==> config.mk <==
export PLATFORM = sky130hd
export DESIGN_NAME = s6_inv_lookup
export DESIGN_NICKNAME = d
export VERILOG_FILES = /design/src/rtl/des_pkg.sv /design/src/rtl/s6_inv_lookup_sbox.sv /design/src/rtl/s6_inv_lookup.sv
export SDC_FILE = /design/constraint.sdc
export NUM_CORES = 1
export LEC_CHECK = 0
export BUFFER_PORTS_ARGS = -buffer_cell sky130_fd_sc_hd__buf_2
export CORE_ASPECT_RATIO = 1.1
export CORE_MARGIN = 2
export CORE_UTILIZATION = 55
export DETAILED_ROUTE_END_ITERATION = 8
export HOLD_SLACK_MARGIN = 0.08
export PLACE_DENSITY = 0.71
export SLEW_MARGIN = 25
export SYNTH_ARGS = -nofsm -noshare
export SYNTH_HDL_FRONTEND = slang
export SYNTH_SLANG_ARGS = --single-unit
export TNS_END_PERCENT = 20
==> constraint.sdc <==
create_clock -name clk -period 8.1 [get_ports clk]
set_input_delay 0.81 -clock clk [delete_from_list [all_inputs] [get_ports clk]]
set_output_delay 0.81 -clock clk [all_outputs]
set_load 0.01 [all_outputs]
==> src/rtl/des_pkg.sv <==
// Shared DES S-box definitions: field widths, the inverse-lookup FSM states and
// helpers for moving between a 6-bit S-box address and its row/column fields.
package des_pkg;

    localparam int SBOX_IN_W  = 6;
    localparam int SBOX_OUT_W = 4;
    localparam int ROW_W      = 2;
    localparam int COL_W      = 4;
    localparam int TBL_DEPTH  = 1 << SBOX_IN_W;

    typedef enum logic {
        ST_INIT  = 1'b0,
        ST_SERVE = 1'b1
    } state_t;

    // The DES row selector lives in the outer address bits, the column in the middle.
    function automatic logic [SBOX_IN_W-1:0] pack_addr(input logic [ROW_W-1:0] row,
                                                       input logic [COL_W-1:0] col);
        return {row[1], col, row[0]};
    endfunction

    function automatic logic [ROW_W-1:0] addr_row(input logic [SBOX_IN_W-1:0] a);
        return {a[5], a[0]};
    endfunction

    function automatic logic [COL_W-1:0] addr_col(input logic [SBOX_IN_W-1:0] a);
        return a[4:1];
    endfunction

endpackage

==> src/rtl/s6_inv_lookup_sbox.sv <==
// Forward DES S-box 6: purely combinational 6-bit address to 4-bit output.
import des_pkg::*;

module s6_inv_lookup_sbox (
    input  logic [SBOX_IN_W-1:0]  addr,
    output logic [SBOX_OUT_W-1:0] sout
);

    localparam logic [SBOX_OUT_W-1:0] S6 [4][16] = '{
        '{4'd12, 4'd1,  4'd10, 4'd15, 4'd9,  4'd2,  4'd6,  4'd8,  4'd0,  4'd13, 4'd3,  4'd4,  4'd14, 4'd7,  4'd5,  4'd11},
        '{4'd10, 4'd15, 4'd4,  4'd2,  4'd7,  4'd12, 4'd9,  4'd5,  4'd6,  4'd1,  4'd13, 4'd14, 4'd0,  4'd11, 4'd3,  4'd8},
        '{4'd9,  4'd14, 4'd15, 4'd5,  4'd2,  4'd8,  4'd12, 4'd3,  4'd7,  4'd0,  4'd4,  4'd10, 4'd1,  4'd13, 4'd11, 4'd6},
        '{4'd4,  4'd3,  4'd2,  4'd12, 4'd9,  4'd5,  4'd15, 4'd10, 4'd11, 4'd14, 4'd1,  4'd7,  4'd6,  4'd0,  4'd8,  4'd13}
    };

    assign sout = S6[addr_row(addr)][addr_col(addr)];

endmodule

==> src/rtl/s6_inv_lookup.sv <==
// Inverse S-box 6 lookup: after reset, sweeps the forward S-box to build a
// (row, output) -> column table with a permutation self-check, then serves queries.
import des_pkg::*;

module s6_inv_lookup (
    input  logic                  clk,
    input  logic                  rst,
    input  logic                  in_valid,
    output logic                  in_ready,
    input  logic [ROW_W-1:0]      in_row,
    input  logic [SBOX_OUT_W-1:0] in_sout,
    output logic                  out_valid,
    input  logic                  out_ready,
    output logic [SBOX_IN_W-1:0]  out_address,
    output logic                  init_busy,
    output logic                  init_err
);

    state_t                 state_q, state_d;
    logic [SBOX_IN_W-1:0]   idx_q;
    logic [SBOX_OUT_W-1:0]  fwd_sout;
    logic [COL_W-1:0]       inv [TBL_DEPTH];
    logic [TBL_DEPTH-1:0]   bitmap_q, bitmap_nxt;
    logic [SBOX_IN_W-1:0]   wr_key;
    logic                   init_last;
    logic                   accept;

    s6_inv_lookup_sbox u_fwd (
        .addr (idx_q),
        .sout (fwd_sout)
    );

    // Inverse table is keyed the same way queries arrive: {row, sbox output}.
    assign wr_key     = {addr_row(idx_q), fwd_sout};
    assign init_last  = (idx_q == SBOX_IN_W'(TBL_DEPTH - 1));
    assign bitmap_nxt = bitmap_q | (TBL_DEPTH'(1) << wr_key);
    assign accept     = in_valid && in_ready;

    always_ff @(posedge clk) begin
        if (rst) state_q <= ST_INIT;
        else     state_q <= state_d;
    end

    always_comb begin
        state_d = state_q;
        if (state_q == ST_INIT && init_last) state_d = ST_SERVE;
    end

    always_comb begin
        init_busy = rst || (state_q == ST_INIT);
        in_ready  = !rst && (state_q == ST_SERVE) && (!out_valid || out_ready);
    end

    // Build bookkeeping; the coverage check folds in the final write so a
    // missing entry is flagged on the same edge that enters SERVE.
    always_ff @(posedge clk) begin
        if (rst) begin
            idx_q    <= '0;
            bitmap_q <= '0;
            init_err <= 1'b0;
        end else if (state_q == ST_INIT) begin
            bitmap_q <= bitmap_nxt;
            if (bitmap_q[wr_key])              init_err <= 1'b1;
            if (init_last && !(&bitmap_nxt))   init_err <= 1'b1;
            if (!init_last)                    idx_q    <= idx_q + 1'b1;
        end
    end

    always_ff @(posedge clk) begin
        if (!rst && state_q == ST_INIT) inv[wr_key] <= addr_col(idx_q);
    end

    always_ff @(posedge clk) begin
        if (rst) begin
            out_valid   <= 1'b0;
            out_address <= '0;
        end else if (accept) begin
            out_valid   <= 1'b1;
            out_address <= pack_addr(in_row, inv[{in_row, in_sout}]);
        end else if (out_ready) begin
            out_valid   <= 1'b0;
        end
    end

endmodule

==> key figures, run 1 <==
Timing
  – Slew headroom: 28.6%
  – Max-slew violation count: 0
  – Final period util: 59.2%
  – Final setup viols: 0
  – Min cycle time layout: 4790 ps
  – Final hold slack: 501 ps
  – Final number of hold-violating endpoints: 0
  – RSZ-0062 raised after global routing: no
  – Layout Skew: 23.0 ps
  – Worst Max-Slew Pin Slew: 1070 ps
  – Max Fclk: 0.209 GHz
  – Setup TNS: 0 ps

Critical path
  – CP Capture Point: init_err
  – Reg2Reg Depth: 11
  – WS Path Type: reg -> reg
  – R2r endpoint: init_err
  – Required time worst endpoint: 8510 ps
  – Critical Path Sink Type: register
  – Arrival @ worst endpoint: 5200 ps
  – Worst r2r src: idx_q[1]
  – Worst R2R Setup Slack: 3310 ps
  – Startpoint Class: register
  – CP startpoint: idx_q[1]
  – CP max FO: 67

Pwr
  – Logic pwr share: 9.4%
  – Sequential Power Share: 51.5%
  – Int Pwr: 2.78 mW
  – Max VDD drop: 161 µV
  – Leakage: 5.39 nW
  – Power per cell area: 224 nW/µm²
  – Clk pwr share: 39.1%
  – Sw Ratio: 24.1%
  – Psw: 0.882 mW
  – Pwr Total: 3.66 mW

Clock network
  – Post-CTS Setup Inserts: 0
  – Clock Pin Slew Worst Setup and Hold Paths: 60 ps
  – Clock Sinks: 335
  – CTS H-tree lvls: 2
  – Hold-fix buffers at CTS: 0
  – Total CTS buffers: 35
  – PostCTS Resize Cnt: 0
  – CTS Root Cell: clkbuf_16
  – Skew-Pair Late Insertion Delay: 520 ps
  – TritonCTS clock tree: yes
  – Clk buf depth: 3

Finish
  – Non-filler cells, final: 1437
  – Area of the multi-input gates: 5290 µm²
  – Final instance area: 16300 µm²
  – Reg area: 9280 µm²
  – Nets: 1076
  – Fill cells: 2063
  – ANT cells: 0
  – Share of post-route cells with drive strength above 1: 20.3%
  – Area Overhead vs Synth: 9.76%

Logic synthesis
  – Total number of yosys warnings: 0
  – Post-synth net total: 1063
  – Seq/Total Area, Yosys: 62.3%
  – Yosys top cell by area: edfxtp_1
  – Main area contributors after synthesis: edfxtp_1 (52%), mux4_2 (14%), dfxtp_1 (11%), nor2_1 (4.1%), a21oi_1 (2.8%)
  – Async SR Flop Fraction: 0%
  – Post-synth top cells: edfxtp_1 (256), nor2_1 (162), mux4_2 (93)
  – Yosys top cell area share: 51.6%
  – Top-count cell post-synth: edfxtp_1
  – Mapped cell area: 14900 µm²
  – Cell variety after synth: 64
  – Flops & latches, synth: 335
  – Syn Inst Count: 1043
  – Number of flops mapped to enable cells by yosys: 256
  – Post-Syn Area per Cell: 14.3 µm²
  – Most common flop cell mapped by yosys: edfxtp_1

Floorplan
  – Core ar.: 26800 µm²
  – Die H: 177 µm
  – # IOs: 20
  – Initial Util: 55.6%
  – Die Width: 161 µm
  – Row count: 63
  – Full die area: 28400 µm²

GRT
  – GR Overflow Total: 0
  – GRT Total Usage: 25.6%
  – Vias in the first global route: 9052
  – Number of antenna violations at the first check in global routing: 0
  – First-pass GRT wire length: 54900 µm
  – Largest net degree at the start of global routing: 101

Place
  – RePlAce Congestion: 0.992
  – # port buffers: 19
  – Area post-placement: 15300 µm²
  – HPWL after detailed placement: 22900 µm
  – Placed cells: 1375

Detailed routing
  – Remaining antenna violation count after routing: 0
  – Vias: 9229
  – DR WL/cell: 24.5 µm
  – DR iter-0 viols: 1150
  – Vias per inst: 6.42
  – Final WL: 35200 µm
  – # DRC: 0
  – DR pass1 iterations: 5

Flow run
  – Number of max-cap violations: 0

Outcome
  – Status: finished, final reports clean

Worst hold path
  – Hold crit path type: reg -> reg
worst max-delay path, cell delays in order, from the launching register on:
cell      delay (ps)
dfxtp_2          650
buf_4            650
mux4_2           600
a221oi_2         330
nor2_2           180
nor4_4           700
a31oi_1          170
or4_1            560
nor4_2           150
and4_1           240
nand4_1          100
a221o_1          330
state kept, by name, summed over array words and instances, names as in the netlist:
name	count
bitmap_q	64
idx_q	6
init_err	1
inv	256
out_address	6
out_valid	1
state_q	1
logic make-up after synthesis:
logic type / Yosys count / share of synthesized area (%)
flops: 335 / 62.3
simple gates: 328 / 10.9
compound gates: 164 / 6.95
mux: 125 / 16.3
buf+inv: 74 / 2.39
fa+ha+maj: 10 / 0.840
xor+xnor: 7 / 0.462
per-stage QoR:
step	util, %	setup WS [ps]
global placement	57.1	3480
global route	61.0	3040
finish	61.0	3310
CTS	60.9	3390
detailed placement	57.1	3360
floorplan	-	3850
per-layer routing:
metal,GRT usage (%),vias up,part of all wire [%]
met2,42.1,442,49
met1,34.6,4591,39
met5,0,-,0
li1,-,4096,-
met3,4.04,100,7.7
met4,10.5,0,4.1
how the worst min path moves through the flow:
stage / start / endpoint / cells past startpoint
after detailed placement: out_valid / out_valid / 2
after global routing: bitmap_q[0] / bitmap_q[0] / 2
final: out_valid / out_valid / 2
after CTS: out_valid / out_valid / 2
after floorplan: bitmap_q[20] / bitmap_q[20] / 2
after global placement: out_address[3] / out_address[3] / 2
final cells by class:
type,count,area share [%]
sequential,335,56.8
tap,357,2.73
clock buffer,41,5.50
inverter,9,0.207
timing repair buffer,41,1.75
clock inverter,20,0.666
multi-input combinational,634,32.4
cell usage in the layout (no fill, tap or decap), types with 6 or more instances in the layout:
cell,synthesis,final
clkbuf_16,0,35
nor2b_1,11,11
mux4_2,93,93
buf_2,11,18
buf_4,2,21
inv_1,7,7
clkbuf_1,31,6
nor4_2,12,11
nand4_1,14,14
nor3_1,9,8
clkinv_1,1,12
a31oi_1,20,20
and3_1,8,8
edfxtp_1,256,256
a21oi_1,82,82
a22oi_1,6,6
nand2b_1,8,8
nor2_1,162,162
mux2i_1,28,28
dfxtp_1,79,75
nor4_1,7,7
ha_1,10,10
o21ai_0,14,14
nand2_1,54,54
nand3_1,28,28
power groups by stage:
| stage | sequential, mW | clock [mW] | combinational [mW] |
|---|---|---|---|
| floorplan | 1.92 | 0 | 0.246 |
| detailed placement | 1.93 | 0 | 0.332 |
| global route | 1.89 | 1.53 | 0.366 |
| CTS | 1.89 | 1.45 | 0.333 |
| finish | 1.89 | 1.43 | 0.343 |
| global placement | 1.93 | 0 | 0.329 |
Note: power is estimated with default switching activity, not from simulation.
==> run 2, diff against run 1 <==
PLACE_DENSITY = 0.74   (was 0.71)
clock period = 4.15 ns   (was 8.1 ns; I/O delays follow)
==> run 2 against run 1 <==
Sequential power increased by 94%. Die area unchanged. Power increased by 110%. Clock skew increased by 7.7 ps. Cell area increased by 2.6%. Fmax increased by 23%. First-iteration DRC count decreased by 25%. Highest routed layer unchanged. Clock-buffer cell count decreased by 6. Hold slack got worse by 370 ps. Global-route usage increased by 1.9 points. Cell count increased by 2.4%. Sequential share of layout area decreased by 1.5 points.
==> key figures, run 2 (synthesis results as in run 1) <==
Outcome
  – Status: finished, final reports clean

Critical path
  – Worst R2R Setup Slack: 250 ps
  – R2r endpoint: init_err
  – WS Path Type: reg -> reg
  – Arrival @ worst endpoint: 4370 ps
  – Reg2Reg Depth: 12
  – CP max FO: 13
  – Startpoint Class: register
  – CP startpoint: idx_q[0]
  – Required time worst endpoint: 4610 ps
  – Worst r2r src: idx_q[0]
  – Critical Path Sink Type: register

Finish
  – Max reg flops: 256
  – Fill cells: 1990
  – Most common cell after layout, fill and taps aside: edfxtp_1
  – Largest Register: inv
  – Area Overhead vs Synth: 12.6%
  – Share of post-route cells with drive strength above 1: 23.9%
  – Non-filler cells, final: 1471
  – Most frequent cells in the layout: edfxtp_1 (256), nor2_1 (161), mux4_2 (93)
  – Core Util, Final: 62.6%
  – Largest regs: inv (256), bitmap_q (64)
  – ANT cells: 0
  – Nets: 1109

Floorplan
  – Row count: 63
  – # IOs: 20
  – Core ar.: 26800 µm²
  – Full die area: 28400 µm²
  – Die H: 177 µm
  – Die Width: 161 µm
  – Initial Util: 55.6%

Clock network
  – Skew-Pair Late Insertion Delay: 580 ps
  – CTS Root Cell: clkbuf_16
  – Hold-fix buffers at CTS: 0
  – Clock Pin Slew Worst Setup and Hold Paths: 70 ps
  – PostCTS Resize Cnt: 0
  – Post-CTS Setup Inserts: 0
  – CTS H-tree lvls: 1
  – Clk buf depth: 3
  – Total CTS buffers: 31
  – TritonCTS clock tree: yes
  – Clock Sinks: 335

Timing
  – Worst Max-Slew Pin Slew: 980 ps
  – RSZ-0062 raised after global routing: no
  – Max Fclk: 0.256 GHz
  – Final number of hold-violating endpoints: 0
  – Setup TNS: 0 ps
  – Max-slew violation count: 0
  – Slew headroom: 34.6%
  – Final period util: 94.1%
  – Final setup viols: 0
  – Min cycle time layout: 3900 ps
  – Layout Skew: 30.7 ps

Detailed routing
  – DR WL/cell: 26.1 µm
  – Final WL: 38300 µm
  – DR pass1 iterations: 5
  – # DRC: 0
  – Vias per inst: 6.41
  – DR iter-0 viols: 865
  – Vias: 9428
  – Remaining antenna violation count after routing: 0

Pwr
  – Clk pwr share: 41.8%
  – Logic pwr share: 9.6%
  – Psw: 1.74 mW
  – Max VDD drop: 342 µV
  – Power per cell area: 451 nW/µm²
  – Sw Ratio: 23.1%
  – Leakage: 5.64 nW
  – Int Pwr: 5.82 mW
  – Sequential Power Share: 48.6%

Worst hold path
  – Endpoint, Worst Hold: out_valid
  – Hold crit path type: in -> reg
  – Hold path start: out_ready
  – Hold Path Depth: 3

Flow run
  – Number of max-cap violations: 0

GRT
  – Number of antenna violations at the first check in global routing: 0
  – Largest net degree at the start of global routing: 65
  – First-pass GRT wire length: 58900 µm
  – GRT Total Usage: 27.6%
  – GR Overflow Total: 0
  – Vias in the first global route: 9521

Place
  – HPWL after detailed placement: 25400 µm
  – RePlAce Congestion: 0.991
  – # port buffers: 19
  – Placed cells: 1413
## run 2: cell types whose count changed in the layout (fill, tap and decap cells not counted), sizes merged
cell and delta:
clkinv -7, clkinvlp +4, inv -2, clkbuf -6, buf +37, bufinv +8
## run 2: how the worst max path moves through the flow
stage / slack [ps] / cells after the start / to
6_report: 250 / 12 / init_err
5_1_grt: 70 / 11 / init_err
4_1_cts: 300 / 12 / init_err
3_5_place_dp: 320 / 12 / init_err
3_3_place_gp: 310 / 12 / init_err
2_1_floorplan: 110 / 14 / init_err
## run 2: power groups by stage
stage | logic, mW | registers, mW | clock network (mW)
floorplan | 0.480 | 3.75 | 0
global placement | 0.705 | 3.75 | 0
detailed placement | 0.709 | 3.75 | 0
CTS | 0.716 | 3.67 | 3.19
global route | 0.765 | 3.68 | 3.32
finish | 0.724 | 3.67 | 3.16
## run 2: worst max-delay path, stage by stage, from the launching register on
cell	delay [ps]
dfxtp_1	330
inv_1	100
ha_1	430
mux4_2	520
a221oi_2	330
nor2_2	210
nor4_2	620
a31oi_1	170
nor4_1	280
nand4_1	130
nor4_1	210
nand4_1	130
a221o_1	330
## run 2: through the flow
stage	power [mW]	cell area [µm²]	hold slack, ps	worst slack (ps)
2_1_floorplan	4.23	14900	454	106
3_3_place_gp	4.45	15600	473	307
3_5_place_dp	4.46	15600	485	315
4_1_cts	7.58	16800	122	303
5_1_grt	7.77	16800	154	66.9
6_report	7.56	16800	136	245
## run 2: layout make-up
| type | count | area (µm²) | share of cell area (%) |
|---|---|---|---|
| Tap cell | 357 | 447 | 2.66 |
| Inverter | 9 | 33.8 | 0.201 |
| Sequential cell | 335 | 9280 | 55.3 |
| Multi-Input combinational cell | 634 | 5290 | 31.5 |
| Timing Repair Buffer | 78 | 578 | 3.45 |
| Clock buffer | 35 | 811 | 4.83 |
| Clock inverter | 23 | 340 | 2.03 |
## run 2: metal layers
layer,vias up,wire length (µm),global-route usage (%)
li1,4161,-,-
met1,4748,14500,34.8
met3,115,2430,4.30
met5,-,0,0
met4,0,1720,11.5
met2,404,19700,47.9
==> run 3, diff against run 2 <==
REMOVE_ABC_BUFFERS = 1   (was not set)
==> run 3 against run 2 <==
Via count rose by 0.25%. Clock-buffer cell count increased by 13. Register-to-register slack got worse by 30 ps. Clock skew decreased by 12 ps. Critical endpoint unchanged. Largest power group unchanged.
==> key figures, run 3 (synthesis results as in run 1) <==
Outcome
  – Status: finished, final reports clean

Critical path
  – Required time worst endpoint: 4560 ps
  – Worst r2r src: idx_q[2]
  – Worst-path cell chain: buf_4 > nor3_1 > a2111oi_2 > a22oi_1 > o21a_2 > buf_4 > nor4_2 > buf_4 > a31oi_1 > nor4_1 > and4_1 > nand4_1 > a221o_1
  – Reg2Reg Depth: 13
  – Max incr delay on CP: 590 ps
  – WS Path Type: reg -> reg
  – Arrival @ worst endpoint: 4340 ps
  – Crit-path most repeated cell: buf_4
  – CP startpoint: idx_q[2]
  – Critical Path Sink Type: register
  – Startpoint Class: register
  – CP max FO: 35
  – R2r endpoint: init_err
  – Slowest cell on crit path: dfxtp_4
  – Worst R2R Setup Slack: 210 ps

Worst hold path
  – Hold path start: in_row[0]
  – Hold crit path type: in -> reg
  – Endpoint, Worst Hold: out_address[0]
  – Hold Path Depth: 3

Place
  – HPWL after detailed placement: 24000 µm
  – Area post-placement: 15600 µm²
  – # port buffers: 19
  – RePlAce Congestion: 0.994
  – DP Worst Slack: 266 ps

Finish
  – Max reg flops: 256
  – Most frequent cells in the layout: edfxtp_1 (256), nor2_1 (162), mux4_2 (93)
  – Share of post-route cells with drive strength above 1: 23.3%
  – Most common cell after layout, fill and taps aside: edfxtp_1
  – Area Overhead vs Synth: 12.6%
  – Nets: 1111
  – ANT cells: 0
  – Largest regs: inv (256), bitmap_q (64)
  – Final instance area: 16800 µm²
  – Largest Register: inv

Pwr
  – Sw Ratio: 23.1%
  – Leakage: 5.64 nW
  – Max VDD drop: 346 µV
  – Power per cell area: 444 nW/µm²
  – Pwr Total: 7.44 mW
  – Logic pwr share: 9.6%
  – Sequential Power Share: 49.5%
  – Psw: 1.72 mW
  – Clk pwr share: 40.9%
  – Int Pwr: 5.71 mW

Floorplan
  – Die H: 177 µm
  – Core ar.: 26800 µm²
  – Row count: 63
  – # IOs: 20
  – Full die area: 28400 µm²
  – Die Width: 161 µm
  – Initial Util: 55.6%

GRT
  – Number of antenna violations at the first check in global routing: 0
  – First-pass GRT wire length: 55700 µm
  – Largest net degree at the start of global routing: 81
  – Vias in the first global route: 9229
  – GR Overflow Total: 0
  – GRT Total Usage: 25.8%

Clock network
  – Clock Sinks: 335
  – CTS Root Cell: clkbuf_16
  – CTS H-tree lvls: 2
  – Post-CTS Setup Inserts: 0
  – Clk buf depth: 3
  – TritonCTS clock tree: yes
  – Skew-Pair Late Insertion Delay: 530 ps
  – Clock Pin Slew Worst Setup and Hold Paths: 60 ps
  – Hold-fix buffers at CTS: 0
  – Total CTS buffers: 34

Detailed routing
  – DR WL/cell: 24.5 µm
  – Vias per inst: 6.42
  – Remaining antenna violation count after routing: 0
  – DR iter-0 viols: 1192
  – # DRC: 0
  – Final WL: 36100 µm
  – DR pass1 iterations: 5
  – Vias: 9452

Timing
  – RSZ-0062 raised after global routing: no
  – Layout Skew: 18.7 ps
  – Final setup viols: 0
  – Worst Max-Slew Pin Slew: 849 ps
  – Final number of hold-violating endpoints: 0
  – Max Fclk: 0.254 GHz
  – Setup slack after layout: 215 ps
  – Slew headroom: 43.2%
  – Setup TNS: 0 ps
  – Final period util: 94.8%
  – Min cycle time layout: 3940 ps
  – Max-slew violation count: 0

Flow run
  – Number of max-cap violations: 0
run 3: changes by cell type in the layout (fill, tap and decap cells not counted), sizes merged:
cell and change:
clkbuf +13, bufinv -5, clkinvlp -4, buf -1, inv -1
run 3: worst max-delay path by stage:
stage | slack, ps | endpoint | cells after the start
final | 210 | init_err | 13
after global routing | 20 | init_err | 15
after CTS | 260 | init_err | 14
after detailed placement | 270 | init_err | 14
after global placement | 320 | init_err | 13
after floorplan | -1740 | inv[30][0] | 6
run 3: critical path: cells and delay by family, from the launching register on:
family	cells	cell delay, ps
DFF	1	590
AOI/OAI and AO/OA	5	1310
and+or+nand+nor	5	1180
buffers and inverters	3	730
run 3: layout make-up:
cell class	count	area [µm²]
Clock buffer	48	955
Clock inverter	13	163
Fill cell	1976	10000
Inverter	9	33.8
Multi-Input combinational cell	634	5300
Sequential cell	335	9280
Tap cell	357	447
Timing Repair Buffer	77	583
run 3: timing repair:
action                                  in CTS  in global routing
endpoints found under the setup margin       0                  1
hold endpoints to repair                     0                  0
gates resized for setup                      0                  3
run 3: power groups by stage:
stage          logic (mW)  clock network, mW  registers (mW)
6_report            0.714               3.04            3.68
5_1_grt             0.763               3.21            3.68
4_1_cts             0.703               3.08            3.68
3_5_place_dp        0.698                  0            3.75
3_3_place_gp        0.692                  0            3.75
2_1_floorplan       0.401                  0            3.76
run 3: stage by stage:
step	utilization, %	cells	hold slack [ps]
finish	62.5	1473	252
global route	62.5	1473	270
CTS	62.5	1473	233
detailed placement	58.3	1412	485
global placement	58.3	1412	471
floorplan	-	978	454
run 3: per-layer routing:
| metal | track usage [%] | up-vias | wire length, µm |
|---|---|---|---|
| li1 | - | 4154 | - |
| met1 | 35.8 | 4668 | 14500 |
| met2 | 42.2 | 528 | 17400 |
| met3 | 4.58 | 102 | 2960 |
| met4 | 7.85 | 0 | 1200 |
| met5 | 0 | - | 0 |
